$ cat src/rtl/uart_tx_fifo_if.sv
// Ready/valid handshake bundle between a byte producer, uart_tx_fifo and the transmitter.
// Build with UART_TX_FIFO_HWM_EN defined to add the high_water observation signal.
interface uart_tx_fifo_if #(
  parameter int WIDTH = 8,
  parameter int DEPTH = 16
);
  localparam int CW = $clog2(DEPTH) + 1;

  logic [WIDTH-1:0] data_in;
  logic             data_in_valid;
  logic             data_in_ready;
  logic [WIDTH-1:0] data_out;
  logic             data_out_valid;
  logic             data_out_ready;
  logic [CW-1:0]    count;
  logic             full;
  logic             empty;
`ifdef UART_TX_FIFO_HWM_EN
  logic [CW-1:0]    high_water;

  // master is the surrounding system (producer plus transmitter); slave is the FIFO
  modport master (
    output data_in, data_in_valid, data_out_ready,
    input  data_in_ready, data_out, data_out_valid, count, full, empty, high_water
  );
  modport slave (
    input  data_in, data_in_valid, data_out_ready,
    output data_in_ready, data_out, data_out_valid, count, full, empty, high_water
  );
`else
  modport master (
    output data_in, data_in_valid, data_out_ready,
    input  data_in_ready, data_out, data_out_valid, count, full, empty
  );
  modport slave (
    input  data_in, data_in_valid, data_out_ready,
    output data_in_ready, data_out, data_out_valid, count, full, empty
  );
`endif
endinterface

$ cat src/rtl/uart_tx_fifo.sv
// First-word-fall-through byte FIFO feeding uart_transmitter; all flags come from registers.
// Optional UART_TX_FIFO_HWM_EN adds a high_water register of peak occupancy since reset.
module uart_tx_fifo #(
  parameter int WIDTH = 8,
  parameter int DEPTH = 16
) (
  input  logic          clk,
  input  logic          rst,
  uart_tx_fifo_if.slave bus
);
  localparam int AW = $clog2(DEPTH);
  localparam int CW = AW + 1;

  logic [WIDTH-1:0] mem_q [DEPTH];
  logic [AW-1:0]    wr_ptr_q, wr_ptr_d;
  logic [AW-1:0]    rd_ptr_q, rd_ptr_d;
  logic [CW-1:0]    count_q, count_d;
  logic             full_w, empty_w;
  logic             wr_fire, rd_fire;

  assign full_w  = (count_q == CW'(DEPTH));
  assign empty_w = (count_q == '0);

  // Fires look only at registered flags, so a blocked side never sees its partner's handshake.
  assign wr_fire = bus.data_in_valid  & ~full_w;
  assign rd_fire = bus.data_out_ready & ~empty_w;

  always_comb begin
    wr_ptr_d = wr_ptr_q;
    rd_ptr_d = rd_ptr_q;
    count_d  = count_q;
    if (wr_fire) wr_ptr_d = wr_ptr_q + AW'(1);
    if (rd_fire) rd_ptr_d = rd_ptr_q + AW'(1);
    unique case ({wr_fire, rd_fire})
      2'b10:   count_d = count_q + CW'(1);
      2'b01:   count_d = count_q - CW'(1);
      default: count_d = count_q;
    endcase
  end

  always_ff @(posedge clk) begin
    if (rst) begin
      wr_ptr_q <= '0;
      rd_ptr_q <= '0;
      count_q  <= '0;
    end else begin
      wr_ptr_q <= wr_ptr_d;
      rd_ptr_q <= rd_ptr_d;
      count_q  <= count_d;
    end
  end

  // Storage holds no reset; a write coinciding with rst is dropped so reset wins cleanly.
  always_ff @(posedge clk) begin
    if (!rst && wr_fire) mem_q[wr_ptr_q] <= bus.data_in;
  end

  assign bus.data_out       = mem_q[rd_ptr_q];
  assign bus.data_out_valid = ~empty_w;
  assign bus.data_in_ready  = ~full_w;
  assign bus.count          = count_q;
  assign bus.full           = full_w;
  assign bus.empty          = empty_w;

`ifdef UART_TX_FIFO_HWM_EN
  logic [CW-1:0] high_water_q, high_water_d;

  assign high_water_d = (count_d > high_water_q) ? count_d : high_water_q;

  always_ff @(posedge clk) begin
    if (rst) high_water_q <= '0;
    else     high_water_q <= high_water_d;
  end

  assign bus.high_water = high_water_q;
`endif
endmodule
$ cat src/flat_wrapper.sv
// flat-port wrapper written by rule: the top's interface ports become plain ports
module uart_tx_fifo_flat 
#(
  parameter int WIDTH = 8,
  parameter int DEPTH = 16
)
  (clk, rst, bus_data_in, bus_data_in_valid, bus_data_out_ready, bus_data_in_ready, bus_data_out, bus_data_out_valid, bus_count, bus_full, bus_empty);
  uart_tx_fifo_if #(.WIDTH(WIDTH), .DEPTH(DEPTH)) bus_i ();
  input  logic clk;
  input  logic rst;
  input wire logic [$bits(bus_i.data_in)-1:0] bus_data_in;
  input wire logic [$bits(bus_i.data_in_valid)-1:0] bus_data_in_valid;
  input wire logic [$bits(bus_i.data_out_ready)-1:0] bus_data_out_ready;
  output wire logic [$bits(bus_i.data_in_ready)-1:0] bus_data_in_ready;
  output wire logic [$bits(bus_i.data_out)-1:0] bus_data_out;
  output wire logic [$bits(bus_i.data_out_valid)-1:0] bus_data_out_valid;
  output wire logic [$bits(bus_i.count)-1:0] bus_count;
  output wire logic [$bits(bus_i.full)-1:0] bus_full;
  output wire logic [$bits(bus_i.empty)-1:0] bus_empty;
  assign bus_i.data_in = bus_data_in;
  assign bus_i.data_in_valid = bus_data_in_valid;
  assign bus_i.data_out_ready = bus_data_out_ready;
  assign bus_data_in_ready = bus_i.data_in_ready;
  assign bus_data_out = bus_i.data_out;
  assign bus_data_out_valid = bus_i.data_out_valid;
  assign bus_count = bus_i.count;
  assign bus_full = bus_i.full;
  assign bus_empty = bus_i.empty;
  uart_tx_fifo #(.WIDTH(WIDTH), .DEPTH(DEPTH)) u_core (.clk(clk), .rst(rst), .bus(bus_i));
endmodule
$ cat config.mk
export PLATFORM = sky130hd
export DESIGN_NAME = uart_tx_fifo_flat
export DESIGN_NICKNAME = d
export VERILOG_FILES = /design/src/rtl/uart_tx_fifo_if.sv /design/src/rtl/uart_tx_fifo.sv /design/src/flat_wrapper.sv
export SDC_FILE = /design/constraint.sdc
export NUM_CORES = 1
export LEC_CHECK = 0
export CAP_MARGIN = 20
export CORE_MARGIN = 3
export CORE_UTILIZATION = 50
export CTS_CLUSTER_SIZE = 14
export DETAILED_ROUTE_END_ITERATION = 8
export DONT_BUFFER_PORTS = 1
export GPL_TIMING_DRIVEN = 0
export PLACE_DENSITY = 0.65
export REMOVE_ABC_BUFFERS = 1
export SYNTH_ARGS = -nofsm -noshare
export SYNTH_HDL_FRONTEND = slang
export SYNTH_SLANG_ARGS = --single-unit
$ cat constraint.sdc
create_clock -name clk -period 6.75 [get_ports clk]
set_input_delay 0.3375 -clock clk [delete_from_list [all_inputs] [get_ports clk]]
set_output_delay 0.3375 -clock clk [all_outputs]
set_load 0.01 [all_outputs]
==> results.json <==
{
  "dr.first_iter.drc_count": 252,
  "p_per_area_nw_per_um2": 374.8,
  "crit_type": "reg -> reg",
  "post-route-util_pct": 58.88,
  "antenna_left": 0,
  "setup_tns_ns": 0,
  "fmax_mhz": 347.2,
  "final.fill_count": 818,
  "placed_cells": 438,
  "seq_area_frac_synth_pct": 72.60,
  "synth_edf_count": 128,
  "finalHoldViolations": 0,
  "maxCapViolCount": 0,
  "crit_path_start": "u_core.bus.count[0]$_SDFFE_PP0P_",
  "drc": 0,
  "cts.repair.resized": 0,
  "r2r_start": "u_core.bus.count[0]$_SDFFE_PP0P_",
  "dpl.hpwl_um": 6574,
  "cp_max_fo": 7,
  "clock-skew-final_ns": 0.01210,
  "ys_types": 36,
  "grt_pass1_wl_um": 17050,
  "portBuffers": 0,
  "synth_area_per_cell_um2": 18.53,
  "die_h_um": 113.4,
  "synth_area_um2": 5763,
  "vias_per_cell": 5.858,
  "irDropWorstVdd_mv": 0.2657,
  "routed_wl_um": 10890,
  "dpl_worst_slack_ns": 3.879,
  "overflow": 0,
  "drive_above_1_share_pct": 20.85,
  "tightest_slew_ns": 0.9497,
  "fin_crit_ns": 2.880,
  "start_util_pct": 52.25,
  "clk_pin_slew_ns": 0.06,
  "relSlewSlack_pct": 36.45,
  "synth_flop_cell": "edfxtp_1",
  "p_leak_nw": 2.142,
  "status": "complete, no violations",
  "hp-class": "in -> reg",
  "required_ns": 7.09,
  "start_kind": "register",
  "final_nets": 340,
  "vias": 2759,
  "yosys_warnings": 0,
  "num_rows": 38,
  "yosys_register_bits": 145,
  "async_reset_ff_share_pct": 0,
  "core_um2": 11030,
  "setup_viol": 0,
  "worst_setup_path_end_kind": "register",
  "gp_congestion": 0.7648,
  "ios": 29,
  "worstHoldStart": "bus_data_in[5]",
  "dieWidth_um": 113.4,
  "cp.arrival_ns": 3.22,
  "n_antenna_cell": 0,
  "numCtsBuffers": 17,
  "fin_ws_ns": 3.870,
  "clockRootBuffer": "clkbuf_16",
  "h-tree-depth": 4,
  "rsz0062_at_grt": "false",
  "syn_to_final_growth_pct": 12.70,
  "grt_pass1_vias": 2926,
  "clock-sinks": 145,
  "grt_max_degree": 33,
  "clk_path_buf_depth": 2,
  "gr-usage-all-layers_pct": 18.32,
  "place_area_um2": 5882,
  "drt-pass1-iter-count": 4,
  "instances_no_fill": 471,
  "syn_inst": 311,
  "drt-wirelength-per-cell_um": 23.11,
  "tritoncts": "yes",
  "die_area_um2": 12850,
  "clk_latency_ns": 0.41,
  "final_area_um2": 6495,
  "period_share_pct": 42.67,
  "grt_antenna_before_repair": 0,
  "slew_violations": 0
}
final cells by class:
| cell class | count | area, um^2 | area share [%] |
|---|---|---|---|
| multi-input cells | 144 | 1470 | 22.64 |
| inverters | 8 | 30.03 | 0.4623 |
| well taps | 140 | 175.2 | 2.697 |
| clock inverters | 6 | 38.79 | 0.5972 |
| repair buffers | 2 | 30.03 | 0.4623 |
| flip-flops and latches | 145 | 4187 | 64.46 |
| clock buffers | 26 | 564.3 | 8.688 |
kinds of logic after synthesis:
| family | Yosys count | share of synthesized area (%) |
|---|---|---|
| XOR/XNOR | 7 | 1.064 |
| adder cells (fa/ha/maj) | 10 | 2.301 |
| multiplexers | 36 | 13.29 |
| AO/OA/AOI/OAI | 28 | 3.908 |
| buffers and inverters | 22 | 1.889 |
| AND/OR/NAND/NOR | 63 | 4.950 |
| flip-flops | 145 | 72.60 |
power breakdown:
part | total [mW] | internal, mW | switching, mW
Sequential | 1.09 | 1.01 | 0.0783
Clock | 0.920 | 0.578 | 0.342
Combinational | 0.424 | 0.214 | 0.210
Total | 2.43 | 1.80 | 0.630
Yosys cell counts (all sizes together) (5+ instances only):
cell type	n	area, um^2
nand2	15	56.30
xor2	5	43.79
nor2	32	120.1
dfxtp	17	340.3
inv	8	30.03
ha	9	112.6
edfxtp	128	3844
mux4	32	724.4
clkbuf	6	22.52
buf	8	56.30
a22oi	16	120.1
a21oi	5	25.02
final timing paths:
check	cells after the start	end	slack, ns
min	0	u_core.mem_q[4][5]$_DFFE_PP_	0.02
max	9	u_core.bus.count[4]$_SDFFE_PP0P_	3.87
min reg2reg	2	u_core.rd_ptr_q[3]$_SDFFE_PP0P_	0.54
max reg2reg	9	u_core.bus.count[4]$_SDFFE_PP0P_	3.87
per-layer routing:
layer	GRT usage [%]	vias to the layer above	part of all wire, %
met3	5.401	8	5.2
met4	4.808	0	0.71
met1	24.20	1432	44
met5	0	-	0
li1	-	1244	-
met2	30.13	75	50
cells in the final DEF (no fill, tap or decap), drive strengths merged, types with 2 or more instances in the layout:
cell type,count
o211ai,3
dfxtp,17
or3,2
nand2,15
mux2i,3
clkbuf,26
and3,2
ha,9
xor2,5
mux4,32
inv,9
xnor2,2
nor2,32
clkinv,5
nor2b,3
or4,2
a21oi,5
a22oi,16
edfxtp,128
nor4,2
state kept, by name, summed over array words and instances, names as in the netlist, named ones only:
register and count:
u_core.wr_ptr_q 4, u_core.bus.count 5, u_core.mem_q 128, u_core.rd_ptr_q 4
stage by stage:
stage / power (mW) / hold WS [ns]
finish: 2.434 / 0.02294
global route: 2.536 / 0.005157
CTS: 2.457 / 0.007535
detailed placement: 1.539 / 0.4115
global placement: 1.532 / 0.4123
floorplan: 1.438 / 0.4066
worst max-delay path: stages, from the launching register on:
cell and delay (ns):
dfxtp_1 0.41, nor4_1 0.59, a21boi_2 0.23, inv_1 0.11, ha_1 0.27, ha_1 0.31
a21oi_1 0.18, a21oi_1 0.10, or4_1 0.46, a21oi_1 0.14
repair_timing:
action,4_1_cts,5_1_grt
hold endpoints to repair,14,0
endpoints found under the setup margin,0,0
hold buffers,1,0
setup buffers,0,0
(Power assumes the default switching activity.)
